File: src/rtl/z80_bus_pkg.sv
// rtl/z80_bus_pkg.sv - shared types, constants and decode helper for the Z80 bus controller
package z80_bus_pkg;

  typedef enum logic [2:0] {
    ST_IDLE,
    ST_ROM,
    ST_RAM,
    ST_IO,
    ST_HOLD
  } state_t;

  localparam int         BORDER_LSB = 0;
  localparam int         BEEP_BIT   = 4;
  localparam logic [7:0] DI_IDLE    = 8'hFF;

  // True when the top rom_bits address bits are all zero (boot ROM window)
  function automatic logic in_rom(input logic [15:0] a, input int rom_bits);
    logic [15:0] mask;
    mask = ~(16'hFFFF >> rom_bits);
    return (a & mask) == 16'h0000;
  endfunction

endpackage

File: src/rtl/z80_mem_ctrl_if.sv
// rtl/z80_mem_ctrl_if.sv - Z80 CPU bus signals shared by the core and the bus controller
interface z80_mem_ctrl_if;
  logic [15:0] z_a;
  logic [7:0]  z_do;
  logic [7:0]  z_di;
  logic        z_mreq_n;
  logic        z_iorq_n;
  logic        z_rd_n;
  logic        z_wr_n;
  logic        z_m1_n;
  logic        z_wait_n;

  modport master (
    output z_a, z_do, z_mreq_n, z_iorq_n, z_rd_n, z_wr_n, z_m1_n,
    input  z_di, z_wait_n
  );

  modport slave (
    input  z_a, z_do, z_mreq_n, z_iorq_n, z_rd_n, z_wr_n, z_m1_n,
    output z_di, z_wait_n
  );
endinterface

File: src/rtl/z80_ram_hs.sv
// rtl/z80_ram_hs.sv - SRAM request/acknowledge handshake with timeout counter
module z80_ram_hs
  import z80_bus_pkg::*;
#(
  parameter int RAM_TO = 255
) (
  input  logic        clk,
  input  logic        rst,
  input  logic        start,
  input  logic        we_in,
  input  logic [15:0] a_in,
  input  logic [7:0]  wd_in,
  input  logic        ram_ack,
  output logic        ram_req,
  output logic        ram_we,
  output logic [15:0] ram_a,
  output logic [7:0]  ram_wd,
  output logic        done,
  output logic        timeout
);

  localparam logic [7:0] TO_LAST = 8'(RAM_TO - 1);

  logic        req_q, req_d;
  logic        we_q, we_d;
  logic [15:0] a_q, a_d;
  logic [7:0]  wd_q, wd_d;
  logic [7:0]  cnt_q, cnt_d;

  // An ack only counts while a request is outstanding; ack beats timeout
  assign done    = req_q & ram_ack;
  assign timeout = req_q & ~ram_ack & (cnt_q == TO_LAST);

  assign ram_req = req_q;
  assign ram_we  = we_q;
  assign ram_a   = a_q;
  assign ram_wd  = wd_q;

  // Launch a request on start, count cycles while pending, drop on ack or timeout
  always_comb begin
    req_d = req_q;
    we_d  = we_q;
    a_d   = a_q;
    wd_d  = wd_q;
    cnt_d = cnt_q;
    if (start) begin
      req_d = 1'b1;
      we_d  = we_in;
      a_d   = a_in;
      wd_d  = wd_in;
      cnt_d = 8'd0;
    end else if (req_q) begin
      if (done || timeout) begin
        req_d = 1'b0;
        we_d  = 1'b0;
      end else begin
        cnt_d = cnt_q + 8'd1;
      end
    end
  end

  // Handshake registers
  always_ff @(posedge clk) begin
    if (rst) begin
      req_q <= 1'b0;
      we_q  <= 1'b0;
      a_q   <= 16'h0000;
      wd_q  <= 8'h00;
      cnt_q <= 8'd0;
    end else begin
      req_q <= req_d;
      we_q  <= we_d;
      a_q   <= a_d;
      wd_q  <= wd_d;
      cnt_q <= cnt_d;
    end
  end

endmodule

File: src/rtl/z80_mem_ctrl.sv
// rtl/z80_mem_ctrl.sv - Z80 bus controller: ROM/SRAM/IO decode, wait states, port 0xFE
module z80_mem_ctrl
  import z80_bus_pkg::*;
#(
  parameter int ROM_BITS = 2,
  parameter int ROM_WS   = 1,
  parameter int RAM_TO   = 255
) (
  input  logic                 clk,
  input  logic                 rst,
  z80_mem_ctrl_if.slave        bus,
  output logic [15:0]          rom_a,
  input  logic [7:0]           rom_d,
  output logic [15:0]          ram_a,
  output logic [7:0]           ram_wd,
  input  logic [7:0]           ram_rd,
  output logic                 ram_req,
  output logic                 ram_we,
  input  logic                 ram_ack,
  output logic [2:0]           border,
  output logic                 beeper,
  output logic                 io_wr,
  output logic [15:0]          io_a,
  output logic [7:0]           io_d,
  output logic                 bus_err
);

  localparam logic [2:0] ROM_CNT_INIT = (ROM_WS > 0) ? 3'(ROM_WS - 1) : 3'd0;

  state_t      state_q, state_d;
  logic [7:0]  z_di_q, z_di_d;
  logic        wait_n_q, wait_n_d;
  logic [2:0]  rom_cnt_q, rom_cnt_d;
  logic [2:0]  border_q, border_d;
  logic        beeper_q, beeper_d;
  logic        io_wr_q, io_wr_d;
  logic [15:0] io_a_q, io_a_d;
  logic [7:0]  io_d_q, io_d_d;
  logic        bus_err_q, bus_err_d;
  logic        mem_q, io_q, inta_q;

  logic mem, io, inta;
  logic mem_start, io_start, inta_start;
  logic ram_start, ram_done, ram_timeout;

  // Same clock as the CPU, so strobes are decoded directly without synchronisers
  assign mem  = ~bus.z_mreq_n & (~bus.z_rd_n | ~bus.z_wr_n);
  assign io   = ~bus.z_iorq_n & bus.z_m1_n & (~bus.z_rd_n | ~bus.z_wr_n);
  assign inta = ~bus.z_iorq_n & ~bus.z_m1_n;

  assign mem_start  = mem & ~mem_q;
  assign io_start   = io & ~io_q;
  assign inta_start = inta & ~inta_q;

  assign rom_a        = bus.z_a;
  assign bus.z_di     = z_di_q;
  assign bus.z_wait_n = wait_n_q;
  assign border       = border_q;
  assign beeper       = beeper_q;
  assign io_wr        = io_wr_q;
  assign io_a         = io_a_q;
  assign io_d         = io_d_q;
  assign bus_err      = bus_err_q;

  z80_ram_hs #(.RAM_TO(RAM_TO)) u_ram_hs (
    .clk     (clk),
    .rst     (rst),
    .start   (ram_start),
    .we_in   (~bus.z_wr_n),
    .a_in    (bus.z_a),
    .wd_in   (bus.z_do),
    .ram_ack (ram_ack),
    .ram_req (ram_req),
    .ram_we  (ram_we),
    .ram_a   (ram_a),
    .ram_wd  (ram_wd),
    .done    (ram_done),
    .timeout (ram_timeout)
  );

  // Bus-cycle FSM: one action per CPU bus cycle, HOLD waits for strobes to release
  always_comb begin
    state_d   = state_q;
    z_di_d    = z_di_q;
    wait_n_d  = wait_n_q;
    rom_cnt_d = rom_cnt_q;
    border_d  = border_q;
    beeper_d  = beeper_q;
    io_wr_d   = 1'b0;
    io_a_d    = io_a_q;
    io_d_d    = io_d_q;
    bus_err_d = bus_err_q;
    ram_start = 1'b0;
    case (state_q)
      ST_IDLE: begin
        if (mem_start) begin
          if (in_rom(bus.z_a, ROM_BITS)) begin
            if (!bus.z_rd_n) begin
              if (ROM_WS == 0) begin
                z_di_d  = rom_d;
                state_d = ST_HOLD;
              end else begin
                wait_n_d  = 1'b0;
                rom_cnt_d = ROM_CNT_INIT;
                state_d   = ST_ROM;
              end
            end else begin
              state_d = ST_HOLD;
            end
          end else begin
            ram_start = 1'b1;
            wait_n_d  = 1'b0;
            state_d   = ST_RAM;
          end
        end else if (io_start) begin
          state_d = ST_IO;
        end else if (inta_start) begin
          z_di_d  = DI_IDLE;
          state_d = ST_HOLD;
        end
      end
      ST_ROM: begin
        if (rom_cnt_q == 3'd0) begin
          z_di_d   = rom_d;
          wait_n_d = 1'b1;
          state_d  = ST_HOLD;
        end else begin
          rom_cnt_d = rom_cnt_q - 3'd1;
        end
      end
      ST_RAM: begin
        if (ram_done) begin
          if (!ram_we) z_di_d = ram_rd;
          wait_n_d = 1'b1;
          state_d  = ST_HOLD;
        end else if (ram_timeout) begin
          z_di_d    = DI_IDLE;
          bus_err_d = 1'b1;
          wait_n_d  = 1'b1;
          state_d   = ST_HOLD;
        end
      end
      ST_IO: begin
        if (!bus.z_wr_n) begin
          if (!bus.z_a[0]) begin
            border_d = bus.z_do[BORDER_LSB +: 3];
            beeper_d = bus.z_do[BEEP_BIT];
          end else begin
            io_a_d  = bus.z_a;
            io_d_d  = bus.z_do;
            io_wr_d = 1'b1;
          end
        end else begin
          z_di_d = DI_IDLE;
        end
        state_d = ST_HOLD;
      end
      ST_HOLD: begin
        if (bus.z_rd_n && bus.z_wr_n) state_d = ST_IDLE;
      end
      default: state_d = ST_IDLE;
    endcase
  end

  // State, registered outputs and previous-cycle strobe decode
  always_ff @(posedge clk) begin
    if (rst) begin
      state_q   <= ST_IDLE;
      z_di_q    <= DI_IDLE;
      wait_n_q  <= 1'b1;
      rom_cnt_q <= 3'd0;
      border_q  <= 3'd0;
      beeper_q  <= 1'b0;
      io_wr_q   <= 1'b0;
      io_a_q    <= 16'h0000;
      io_d_q    <= 8'h00;
      bus_err_q <= 1'b0;
      mem_q     <= 1'b0;
      io_q      <= 1'b0;
      inta_q    <= 1'b0;
    end else begin
      state_q   <= state_d;
      z_di_q    <= z_di_d;
      wait_n_q  <= wait_n_d;
      rom_cnt_q <= rom_cnt_d;
      border_q  <= border_d;
      beeper_q  <= beeper_d;
      io_wr_q   <= io_wr_d;
      io_a_q    <= io_a_d;
      io_d_q    <= io_d_d;
      bus_err_q <= bus_err_d;
      mem_q     <= mem;
      io_q      <= io;
      inta_q    <= inta;
    end
  end

endmodule

File: src/flat_wrapper.sv
// flat-port wrapper written by rule: the top's interface ports become plain ports
module z80_mem_ctrl_flat import z80_bus_pkg::*;
#(
  parameter int ROM_BITS = 2,
  parameter int ROM_WS   = 1,
  parameter int RAM_TO   = 255
)
  (clk, rst, rom_a, rom_d, ram_a, ram_wd, ram_rd, ram_req, ram_we, ram_ack, border, beeper, io_wr, io_a, io_d, bus_err, bus_z_a, bus_z_do, bus_z_mreq_n, bus_z_iorq_n, bus_z_rd_n, bus_z_wr_n, bus_z_m1_n, bus_z_di, bus_z_wait_n);
  z80_mem_ctrl_if bus_i ();
  input  logic clk;
  input  logic rst;
  output logic [15:0] rom_a;
  input  logic [7:0] rom_d;
  output logic [15:0] ram_a;
  output logic [7:0] ram_wd;
  input  logic [7:0] ram_rd;
  output logic ram_req;
  output logic ram_we;
  input  logic ram_ack;
  output logic [2:0] border;
  output logic beeper;
  output logic io_wr;
  output logic [15:0] io_a;
  output logic [7:0] io_d;
  output logic bus_err;
  input wire logic [$bits(bus_i.z_a)-1:0] bus_z_a;
  input wire logic [$bits(bus_i.z_do)-1:0] bus_z_do;
  input wire logic [$bits(bus_i.z_mreq_n)-1:0] bus_z_mreq_n;
  input wire logic [$bits(bus_i.z_iorq_n)-1:0] bus_z_iorq_n;
  input wire logic [$bits(bus_i.z_rd_n)-1:0] bus_z_rd_n;
  input wire logic [$bits(bus_i.z_wr_n)-1:0] bus_z_wr_n;
  input wire logic [$bits(bus_i.z_m1_n)-1:0] bus_z_m1_n;
  output wire logic [$bits(bus_i.z_di)-1:0] bus_z_di;
  output wire logic [$bits(bus_i.z_wait_n)-1:0] bus_z_wait_n;
  assign bus_i.z_a = bus_z_a;
  assign bus_i.z_do = bus_z_do;
  assign bus_i.z_mreq_n = bus_z_mreq_n;
  assign bus_i.z_iorq_n = bus_z_iorq_n;
  assign bus_i.z_rd_n = bus_z_rd_n;
  assign bus_i.z_wr_n = bus_z_wr_n;
  assign bus_i.z_m1_n = bus_z_m1_n;
  assign bus_z_di = bus_i.z_di;
  assign bus_z_wait_n = bus_i.z_wait_n;
  z80_mem_ctrl #(.ROM_BITS(ROM_BITS), .ROM_WS(ROM_WS), .RAM_TO(RAM_TO)) u_core (.clk(clk), .rst(rst), .bus(bus_i), .rom_a(rom_a), .rom_d(rom_d), .ram_a(ram_a), .ram_wd(ram_wd), .ram_rd(ram_rd), .ram_req(ram_req), .ram_we(ram_we), .ram_ack(ram_ack), .border(border), .beeper(beeper), .io_wr(io_wr), .io_a(io_a), .io_d(io_d), .bus_err(bus_err));
endmodule
File: config.mk
export PLATFORM = sky130hd
export DESIGN_NAME = z80_mem_ctrl_flat
export DESIGN_NICKNAME = d
export VERILOG_FILES = /design/src/rtl/z80_bus_pkg.sv /design/src/rtl/z80_mem_ctrl_if.sv /design/src/rtl/z80_ram_hs.sv /design/src/rtl/z80_mem_ctrl.sv /design/src/flat_wrapper.sv
export SDC_FILE = /design/constraint.sdc
export NUM_CORES = 1
export LEC_CHECK = 0
export BUFFER_PORTS_ARGS = -buffer_cell sky130_fd_sc_hd__buf_2
export CELL_PAD_IN_SITES_DETAIL_PLACEMENT = 2
export CELL_PAD_IN_SITES_GLOBAL_PLACEMENT = 2
export CORE_ASPECT_RATIO = 1.4
export CORE_MARGIN = 5
export CORE_UTILIZATION = 24
export DETAILED_ROUTE_END_ITERATION = 10
export GPL_ROUTABILITY_DRIVEN = 0
export GPL_TIMING_DRIVEN = 0
export PLACE_DENSITY_LB_ADDON = 0.15
export SETUP_SLACK_MARGIN = 0.1
export SLEW_MARGIN = 15
export SYNTH_ARGS = -nofsm -noshare
export SYNTH_HDL_FRONTEND = slang
export SYNTH_SLANG_ARGS = --single-unit
File: constraint.sdc
create_clock -name clk -period 1.5 [get_ports clk]
set_input_delay 0.3 -clock clk [delete_from_list [all_inputs] [get_ports clk]]
set_output_delay 0.3 -clock clk [all_outputs]
set_load 0.01 [all_outputs]
-- Word level (Yosys, flattened, before mapping)
Cells that the tools add are included.
- bitwise operators: 24
- $add $sub $neg: 2
- muxes and demuxes: 41
- reductions and logical operators: 21
- equality and inequality tests: 19
- operators by type and width (kind ; number):
    8-bit two-way mux ; 8
    3-bit two-way mux ; 13
    8-bit case mux with 4 select lines ; 1
    16-bit logical NOT ; 1
    1-bit two-way mux ; 16
    3-bit case mux with 5 select lines ; 1
    1-bit NOT ; 13
    1-bit bitwise AND ; 10
    2-bit by 1-bit inequality test with 1-bit output (second input constant) ; 5
    2-bit inequality test (second input constant) ; 5
    5-bit AND reduction ; 2
    3-bit inequality test (second input constant) ; 3
    3-bit AND reduction ; 3
    8-bit by 1-bit adder with 8-bit output (second input constant) ; 1
    8-bit equality test (second input constant) ; 1
    8-bit AND reduction ; 1
    3-bit by 2-bit equality test with 1-bit output (second input constant) ; 2
    3-bit logical NOT ; 2
    3-bit case mux with 2 select lines ; 1
    2-bit nonzero test ; 3
    4-bit by 1-bit inequality test with 1-bit output (second input constant) ; 1
    2-bit AND reduction ; 2
    4-bit AND reduction ; 1
    4-bit nonzero test ; 1
    10 further kinds ; 10
- logic and storage cells: 125
- register bits after elaboration: 82

-- Logic depth before layout (Yosys ltp)
Gate-level depths: netlist (run 1).
- depth after elaboration: 8
- gate-level depth with buffers: 8
- gate-level depth less buffers: 7

-- By module
From an unflattened synthesis (run 1), not the netlist that was laid out.
- cells, all modules: 402
- area total of the unflattened synthesis: 3644.7 um2
- by module, submodules not included (module ; times used ; cells each ; area an instance (um2)):
    z80_mem_ctrl ; 1 ; 262 ; 2273.4
    z80_ram_hs ; 1 ; 140 ; 1371.3

-- Worst setup path after synthesis (run 1)
OpenSTA, ideal clock, no wires.
- kind: register to register
- start: register u_core.state_q[2]
- end: register u_core.u_ram_hs.cnt_q[1]
- setup time: 0.133 ns
- stages on the path, launching flop included: 8
- path buffers: 3
- setup slack: -0.144 ns
- data arrival time: 1.511 ns
- required time: 1.367 ns
- cell sequence: dfxtp_1 > buf_2 > or3_4 > or3_1 > buf_2 > nand2b_1 > buf_4 > a211oi_1
- word-level cells in the longest chain between the ends: 3
- ends and longest elaborated chain (what ; RTL line ; source):
    start: declaration ; z80_mem_ctrl.sv:30 ; state_t state_q, state_d;
    start signal: assignment ; z80_mem_ctrl.sv:182 ; state_q <= state_d;
    3-bit logical NOT ; z80_mem_ctrl.sv:94 ; case (state_q)
    1-bit two-way mux ; z80_mem_ctrl.sv:94 ;
    2-bit OR reduction (no line) ; -- ;
    end signal: assignment ; z80_ram_hs.sv:75 ; cnt_q <= cnt_d;
    end: declaration ; z80_ram_hs.sv:28 ; logic [7:0] cnt_q, cnt_d;
Every way passes these cells.
A chain may end at the register's enable or synchronous reset.

-- Worst setup path after layout (run 1)
- start: register u_core.state_q[1]
- end: register u_core.u_ram_hs.wd_q[1], in the netlist u_core.u_ram_hs.ram_wd[1]
- word-level cells in the longest chain between the ends: 2
- ends and longest elaborated chain (what ; RTL line ; source):
    3-bit logical NOT ; z80_mem_ctrl.sv:94 ;
    1-bit two-way mux ; z80_mem_ctrl.sv:94 ;
    end signal: assignment ; z80_ram_hs.sv:74 ; wd_q <= wd_d;
    end: declaration ; z80_ram_hs.sv:27 ; logic [7:0] wd_q, wd_d;
Every way passes these cells.

==> summary.md, run 1 <==
| Metric | Value |
|---|---|
| Cell Area, Synth | `0.00343 sq mm` |
| Initial Utilization | `24.6%` |
| Max Freq | `587 MHz` |
| CTS Buffer Depth | `2` |
| Hold_buf cts | `0` |
| PnR worst setup slack | `-0.204 ns` |
| EDFF count, synth | `0` |
| Post-route clock period utilization | `114%` |
| Die ar. | `0.0168 sq mm` |
| Worst Path Buf+Inv | `2` |
| Relative slew slack | `53.1%` |
| Lkg Pwr | `2.26 nW` |
| Initial DRC Count | `65` |
| Syn-to-layout area delta | `55.2%` |
| VDD IR max | `0.000551 V` |
| Vias per inst | `4.57` |
| CP Launch Type | `flip-flop` |
| Syn nets | `470` |
| Hold Fails Final Rpt | `0` |
| Die X | `111 um` |
| Post-route antenna net violation count | `0` |
| Clock Tree Root | `clkbuf_16` |
| Max-cap violations | `0` |
| Number of global-route vias before repair | `4,010` |
| Net count, final | `633` |
| Yosys reg bits | `82` |
| Post-DP HPWL | `9440 um` |
| Mean post-synth cell area | `8.21 sq um` |
| Ys async rst share | `0%` |
| Pre-antenna DRT Iters | `4` |
| Top Ports | `129` |
| Final setup violation count | `44` |
| Initial antenna violation count | `0` |
| Crit path kind | `reg2reg` |
| HP Class | `in2reg` |
| Final min period | `1.70 ns` |
| Slew @ Worst Pin | `0.703 ns` |
| Clock sink count | `82` |
| DR DRC count | `0` |
| Status | `finished, violations left` |
| Clock Skew | `0.00572 ns` |
| Fin Hold WS | `0.159 ns` |
| PwrDens | `1120 mW/mm^2` |
| Synth warnings | `0` |
| Crit. End Element | `flip-flop` |
| CP required | `1.70 ns` |
| Slew Limit Fails | `0` |
| Num CTS Buffers | `9` |
| GRT overflow | `0` |
| Core ar. | `0.0140 sq mm` |
| Clk slew on worst S/H paths | `0.06 ns` |
| Crit-path slowest cell | `or3_4` |
| Rows | `51` |
| Library cells used by synthesis | `40` |
| Top FF cell, synth | `dfxtp_1` |
| Failing checks | `setup timing` |
| Crit-path max FO | `10` |
| Layout cells sized above 1 | `45.7%` |
| Htree depth | `3` |
| Cell Chain, Critical Path | `or3_4, or3_4, buf_8, buf_8, nand2_2, a21oi_1` |
| First-pass GRT wire length | `20,500 um` |
| Seq/Total Area, Yosys | `47.8%` |
| Cell family with most CP delay | `simple AND/OR/NAND/NOR gates` |
| Die height | `151 um` |
| Wire length per cell | `16.7 um` |
| Number of diodes | `0` |
| Final wirelength | `12,900 um` |
| CP peak stage delay | `0.40 ns` |
| CTS tree | `yes` |
| Mapped Cells | `418` |
| Latest clock arrival within the worst-skew pair | `0.34 ns` |
| Final core occ | `38.1%` |
| RSZ-0062 raised after global routing | `true` |
| DR vias | `3,525` |
| Pin count of the biggest net entering global routing | `15` |
| Total GRT Usage | `15.3%` |
| CP arrival | `1.90 ns` |
| Port bufs | `128` |
worst paths after layout:
check,from,slack (ns),cells after the start,to
worst max register to register,u_core.state_q[1]$_SDFFE_PP0P_,-0.20,6,u_core.u_ram_hs.ram_wd[1]$_SDFFE_PP0P_
worst max-delay path,u_core.state_q[1]$_SDFFE_PP0P_,-0.20,6,u_core.u_ram_hs.ram_wd[1]$_SDFFE_PP0P_
worst min-delay path,bus_z_mreq_n,0.16,2,u_core.mem_q$_SDFF_PP0_
worst min register to register,u_core.u_ram_hs.ram_a[0]$_SDFFE_PP0P_,0.45,2,u_core.u_ram_hs.ram_a[0]$_SDFFE_PP0P_
registers in the layout (all words and copies together), names as in the netlist:
signal,count
u_core.io_a,16
u_core.u_ram_hs.ram_a,16
u_core.bus.z_di,8
u_core.io_d,8
u_core.u_ram_hs.cnt_q,8
u_core.u_ram_hs.ram_wd,8
u_core.border,3
u_core.rom_cnt_q,3
u_core.state_q,3
u_core.beeper,1
u_core.bus.z_wait_n,1
u_core.bus_err,1
u_core.inta_q,1
u_core.io_q,1
u_core.io_wr,1
u_core.mem_q,1
u_core.u_ram_hs.ram_req,1
u_core.u_ram_hs.ram_we,1
metrics by stage:
step / power [mW] / TNS, ns / setup WS (ns) / std cells / area, sq um
floorplan: 2.95 / -1.78 / -0.0750 / 418 / 3470
global placement: 3.30 / -20.49 / -0.487 / 731 / 4340
detailed placement: 3.33 / -22.51 / -0.459 / 731 / 4340
CTS: 5.97 / -5.95 / -0.189 / 765 / 5080
global route: 6.22 / -10.42 / -0.262 / 771 / 5320
finish: 5.94 / -6.60 / -0.204 / 771 / 5320
power breakdown:
part           leakage [nW]  total (mW)  internal (mW)  switching [mW]
registers             0.670        2.35           2.28          0.0682
logic                  1.44        1.20          0.553           0.647
clock network         0.153        2.40           1.47           0.930
area by class of cell:
type | count | area [sq um]
Fill cell | 1593 | 8650
Multi-Input combinational cell | 292 | 1840
Sequential cell | 82 | 1660
Timing Repair Buffer | 152 | 912
Buffer | 39 | 344
Tap cell | 185 | 231
Clock buffer | 10 | 229
Clock inverter | 6 | 90.1
Inverter | 5 | 18.8
what timing repair did:
action | 4_1_cts | 5_1_grt
endpoints found under the setup margin | 77 | 78
gates resized for setup | 66 | 57
pin swaps | 8 | 7
cloned | 2 | 0
hold endpoints to repair | 0 | 0
buffers inserted | 16 | 7
cell usage in the layout, fill, tap and decap left out, drive strengths merged, types with 8 or more instances in the layout:
cell type / n
a211oi: 12
mux2i: 12
o21a: 8
buf: 179
a21oi: 53
nor3: 8
clkbuf: 22
dfxtp: 82
nor2: 37
nand2: 106
synth_stat cells (2+ instances only):
cell type	number	area, sq um
nand2_1	106	398
dfxtp_1	82	1640
a21oi_1	53	265
nor2_1	37	139
buf_4	17	128
clkbuf_1	13	48.8
a211oi_1	12	90.1
mux2i_1	12	120
o21a_1	8	60.1
buf_2	7	35.0
nor3_1	7	35.0
o21ai_0	6	30.0
inv_1	5	18.8
nand3_1	5	25.0
nand4_1	5	31.3
xor2_1	5	43.8
a31oi_1	4	25.0
ha_1	4	50.1
nor3b_1	4	30.0
and2_1	2	12.5
and3b_1	2	17.5
buf_6	2	22.5
nand2b_1	2	12.5
xnor2_1	2	17.5
cell families after synthesis:
kind of cell | after synthesis | share of synthesized area (%)
adder cells (fa/ha/maj) | 4 | 1.46
flip-flops | 82 | 47.8
AND/OR/NAND/NOR | 179 | 22.7
multiplexers | 12 | 3.50
AO/OA/AOI/OAI | 90 | 15.4
XOR/XNOR | 7 | 1.79
buffers and inverters | 44 | 7.37
routing by layer:
layer / up-vias / routed length [um] / share of wire, % / global-route usage, %
met1: 1706 / 4970 / 39 / 15.5
met4: 0 / 146 / 1.1 / 3.90
met2: 94 / 7090 / 55 / 30.9
met5: - / 0 / 0 / 0
li1: 1716 / - / - / -
met3: 9 / 677 / 5.3 / 3.93
Power figures use the tool's default switching activity.
==> inputs of run 2 (changes only) <==
--- a/config.mk
+++ b/config.mk
@@ -15,7 +15,7 @@
 export GPL_ROUTABILITY_DRIVEN = 0
 export GPL_TIMING_DRIVEN = 0
 export PLACE_DENSITY_LB_ADDON = 0.15
-export SETUP_SLACK_MARGIN = 0.1
+export SETUP_SLACK_MARGIN = 0.05
 export SLEW_MARGIN = 15
 export SYNTH_ARGS = -nofsm -noshare
 export SYNTH_HDL_FRONTEND = slang
==> run 2 against run 1 <==
Compared with the run above:
- clock power shrank 9.2%
- via count grew 2.8%
- setup slack lost 0.036 ns
- non-clock buffer count grew 11
- final cell count grew 1.3%
- sequential power is essentially flat
- critical path depth is the same
- the flow still finishes with violations (setup timing)
- routed wire length grew 8.7%
- highest routed layer unchanged
- flip-flop and latch count is the same
- largest cell class unchanged
- worst hold slack gained 0.0035 ns
- fmax shrank 2.1%
- global-route usage shrank 0.31 points
==> summary.md, run 2 (same netlist as run 1, synthesis figures left out) <==
| Metric | Value |
|---|---|
| Status | `finished, violations left` |
| Failing checks | `setup timing` |
| Top Ports | `129` |
| Pin count of the biggest net entering global routing | `14` |
| Clk slew on worst S/H paths | `0.06 ns` |
| Number of diodes | `0` |
| GRT overflow | `0` |
| First-pass GRT wire length | `20,000 um` |
| VDD IR max | `0.000508 V` |
| Post-DP HPWL | `9680 um` |
| PwrDens | `1040 mW/mm^2` |
| Core ar. | `0.0140 sq mm` |
| DR vias | `3,623` |
| Total GRT Usage | `15.0%` |
| Final wirelength | `14,000 um` |
| Most common cell after layout, fill and taps aside | `buf_2` |
| RSZ-0062 raised after global routing | `true` |
| Die height | `151 um` |
| CP required | `1.70 ns` |
| Pre-antenna DRT Iters | `4` |
| Design Power | `5.85 mW` |
| Post-route clock period utilization | `116%` |
| CTS Buffer Depth | `2` |
| Relative slew slack | `46.8%` |
| Clock Skew | `0.00861 ns` |
| CP Launch Type | `flip-flop` |
| Final min period | `1.74 ns` |
| Initial antenna violation count | `0` |
| Wire length per cell | `17.9 um` |
| Max Freq | `575 MHz` |
| Hold Fails Final Rpt | `0` |
| Layout cells sized above 1 | `53.7%` |
| Port bufs | `128` |
| Max-cap violations | `0` |
| Crit-path max FO | `7` |
| Slew Limit Fails | `0` |
| Vias per inst | `4.64` |
| Die ar. | `0.0168 sq mm` |
| CTS tree | `yes` |
| Number of global-route vias before repair | `3,952` |
| Initial Utilization | `24.6%` |
| Htree depth | `3` |
| Syn-to-layout area delta | `63.4%` |
| Clock sink count | `82` |
| Crit path kind | `reg2reg` |
| HP Class | `in2reg` |
| Fill count | `1,551` |
| Num CTS Buffers | `9` |
| Slew @ Worst Pin | `0.799 ns` |
| Initial DRC Count | `47` |
| Clock Tree Root | `clkbuf_16` |
| Net count, final | `644` |
| DR DRC count | `0` |
| Rows | `51` |
| Lkg Pwr | `2.44 nW` |
| Most frequent cells in the layout | `buf_2, dfxtp_1, nand2_1` |
| CP arrival | `1.94 ns` |
| Latest clock arrival within the worst-skew pair | `0.34 ns` |
| Die X | `111 um` |
| Crit. End Element | `flip-flop` |
| Post-route antenna net violation count | `0` |
| PnR worst setup slack | `-0.240 ns` |
| Final setup violation count | `70` |
| Post-route setup TNS | `-9.85 ns` |
==> run 2: cell types whose count changed in the layout (fill, tap and decap cells not counted), moves of 3 or more <==
cell,change
buf_4,+12
a21oi_1,-16
nand2_2,+5
clkbuf_16,+4
nor2_4,-4
buf_6,+3
nand2_4,+23
dfxtp_4,+3
nand2_1,-29
a21oi_2,+16
==> run 2: cell type report <==
class | instances | area [sq um] | share of cell area [%]
tap | 185 | 231 | 4.13
buffer | 35 | 302 | 5.38
clock buffer | 10 | 229 | 4.08
timing repair buffer | 167 | 1030 | 18.4
inverter | 5 | 18.8 | 0.335
sequential | 82 | 1670 | 29.8
multi-input combinational | 292 | 2060 | 36.8
clock inverter | 5 | 56.3 | 1.00
==> run 2: worst paths after layout <==
| check | end | slack (ns) | startpoint | cells past startpoint |
|---|---|---|---|---|
| setup reg to reg | u_core.u_ram_hs.ram_wd[7]$_SDFFE_PP0P_ | -0.24 | u_core.state_q[1]$_SDFFE_PP0P_ | 6 |
| hold / removal | u_core.mem_q$_SDFF_PP0_ | 0.16 | bus_z_mreq_n | 2 |
| setup / recovery | u_core.u_ram_hs.ram_wd[7]$_SDFFE_PP0P_ | -0.24 | u_core.state_q[1]$_SDFFE_PP0P_ | 6 |
| hold reg to reg | u_core.io_a[3]$_SDFFE_PP0P_ | 0.45 | u_core.io_a[3]$_SDFFE_PP0P_ | 2 |
==> run 2: power breakdown <==
part | leakage (nW) | total (mW) | internal [mW] | switching [mW]
clock network | 0.138 | 2.18 | 1.28 | 0.902
registers | 0.671 | 2.35 | 2.28 | 0.0767
logic | 1.63 | 1.31 | 0.606 | 0.708
total | 2.44 | 5.85 | 4.16 | 1.69
==> run 2: repair_timing <==
item / in CTS / in global routing
endpoints found under the hold margin: 0 / 0
pin swaps: 5 / 66
setup endpoints to repair: 74 / 71
hold buffers: 0 / 0
setup buffers: 16 / 19
gates cloned: 0 / 4
resized for setup: 51 / 137
==> run 2: per-layer routing <==
metal | global-route usage, % | up-vias | wire length (um) | share of wire, %
met4 | 4.63 | 0 | 204 | 1.5
met2 | 29.0 | 88 | 7920 | 56
met3 | 4.37 | 17 | 675 | 4.8
li1 | - | 1744 | - | -
met5 | 0 | - | 0 | 0
met1 | 15.6 | 1774 | 5220 | 37
==> run 2: stage by stage <==
| step | instances | area, sq um | hold WS, ns | util, % | worst slack [ns] |
|---|---|---|---|---|---|
| floorplan | 418 | 3470 | 0.377 | - | -0.0750 |
| global placement | 731 | 4340 | 0.441 | 31.1 | -0.463 |
| detailed placement | 731 | 4340 | 0.448 | 31.1 | -0.472 |
| CTS | 759 | 4900 | 0.151 | 35.1 | -0.189 |
| global route | 781 | 5610 | 0.168 | 40.1 | -0.301 |
| finish | 781 | 5610 | 0.162 | 40.1 | -0.240 |
==> run 2: worst max-delay path, stage by stage (launching register included) <==
cell	delay (ns)
dfxtp_4	0.36
or3_4	0.43
or3_4	0.36
buf_8	0.16
clkbuf_16	0.17
nand2_4	0.06
a21oi_1	0.06
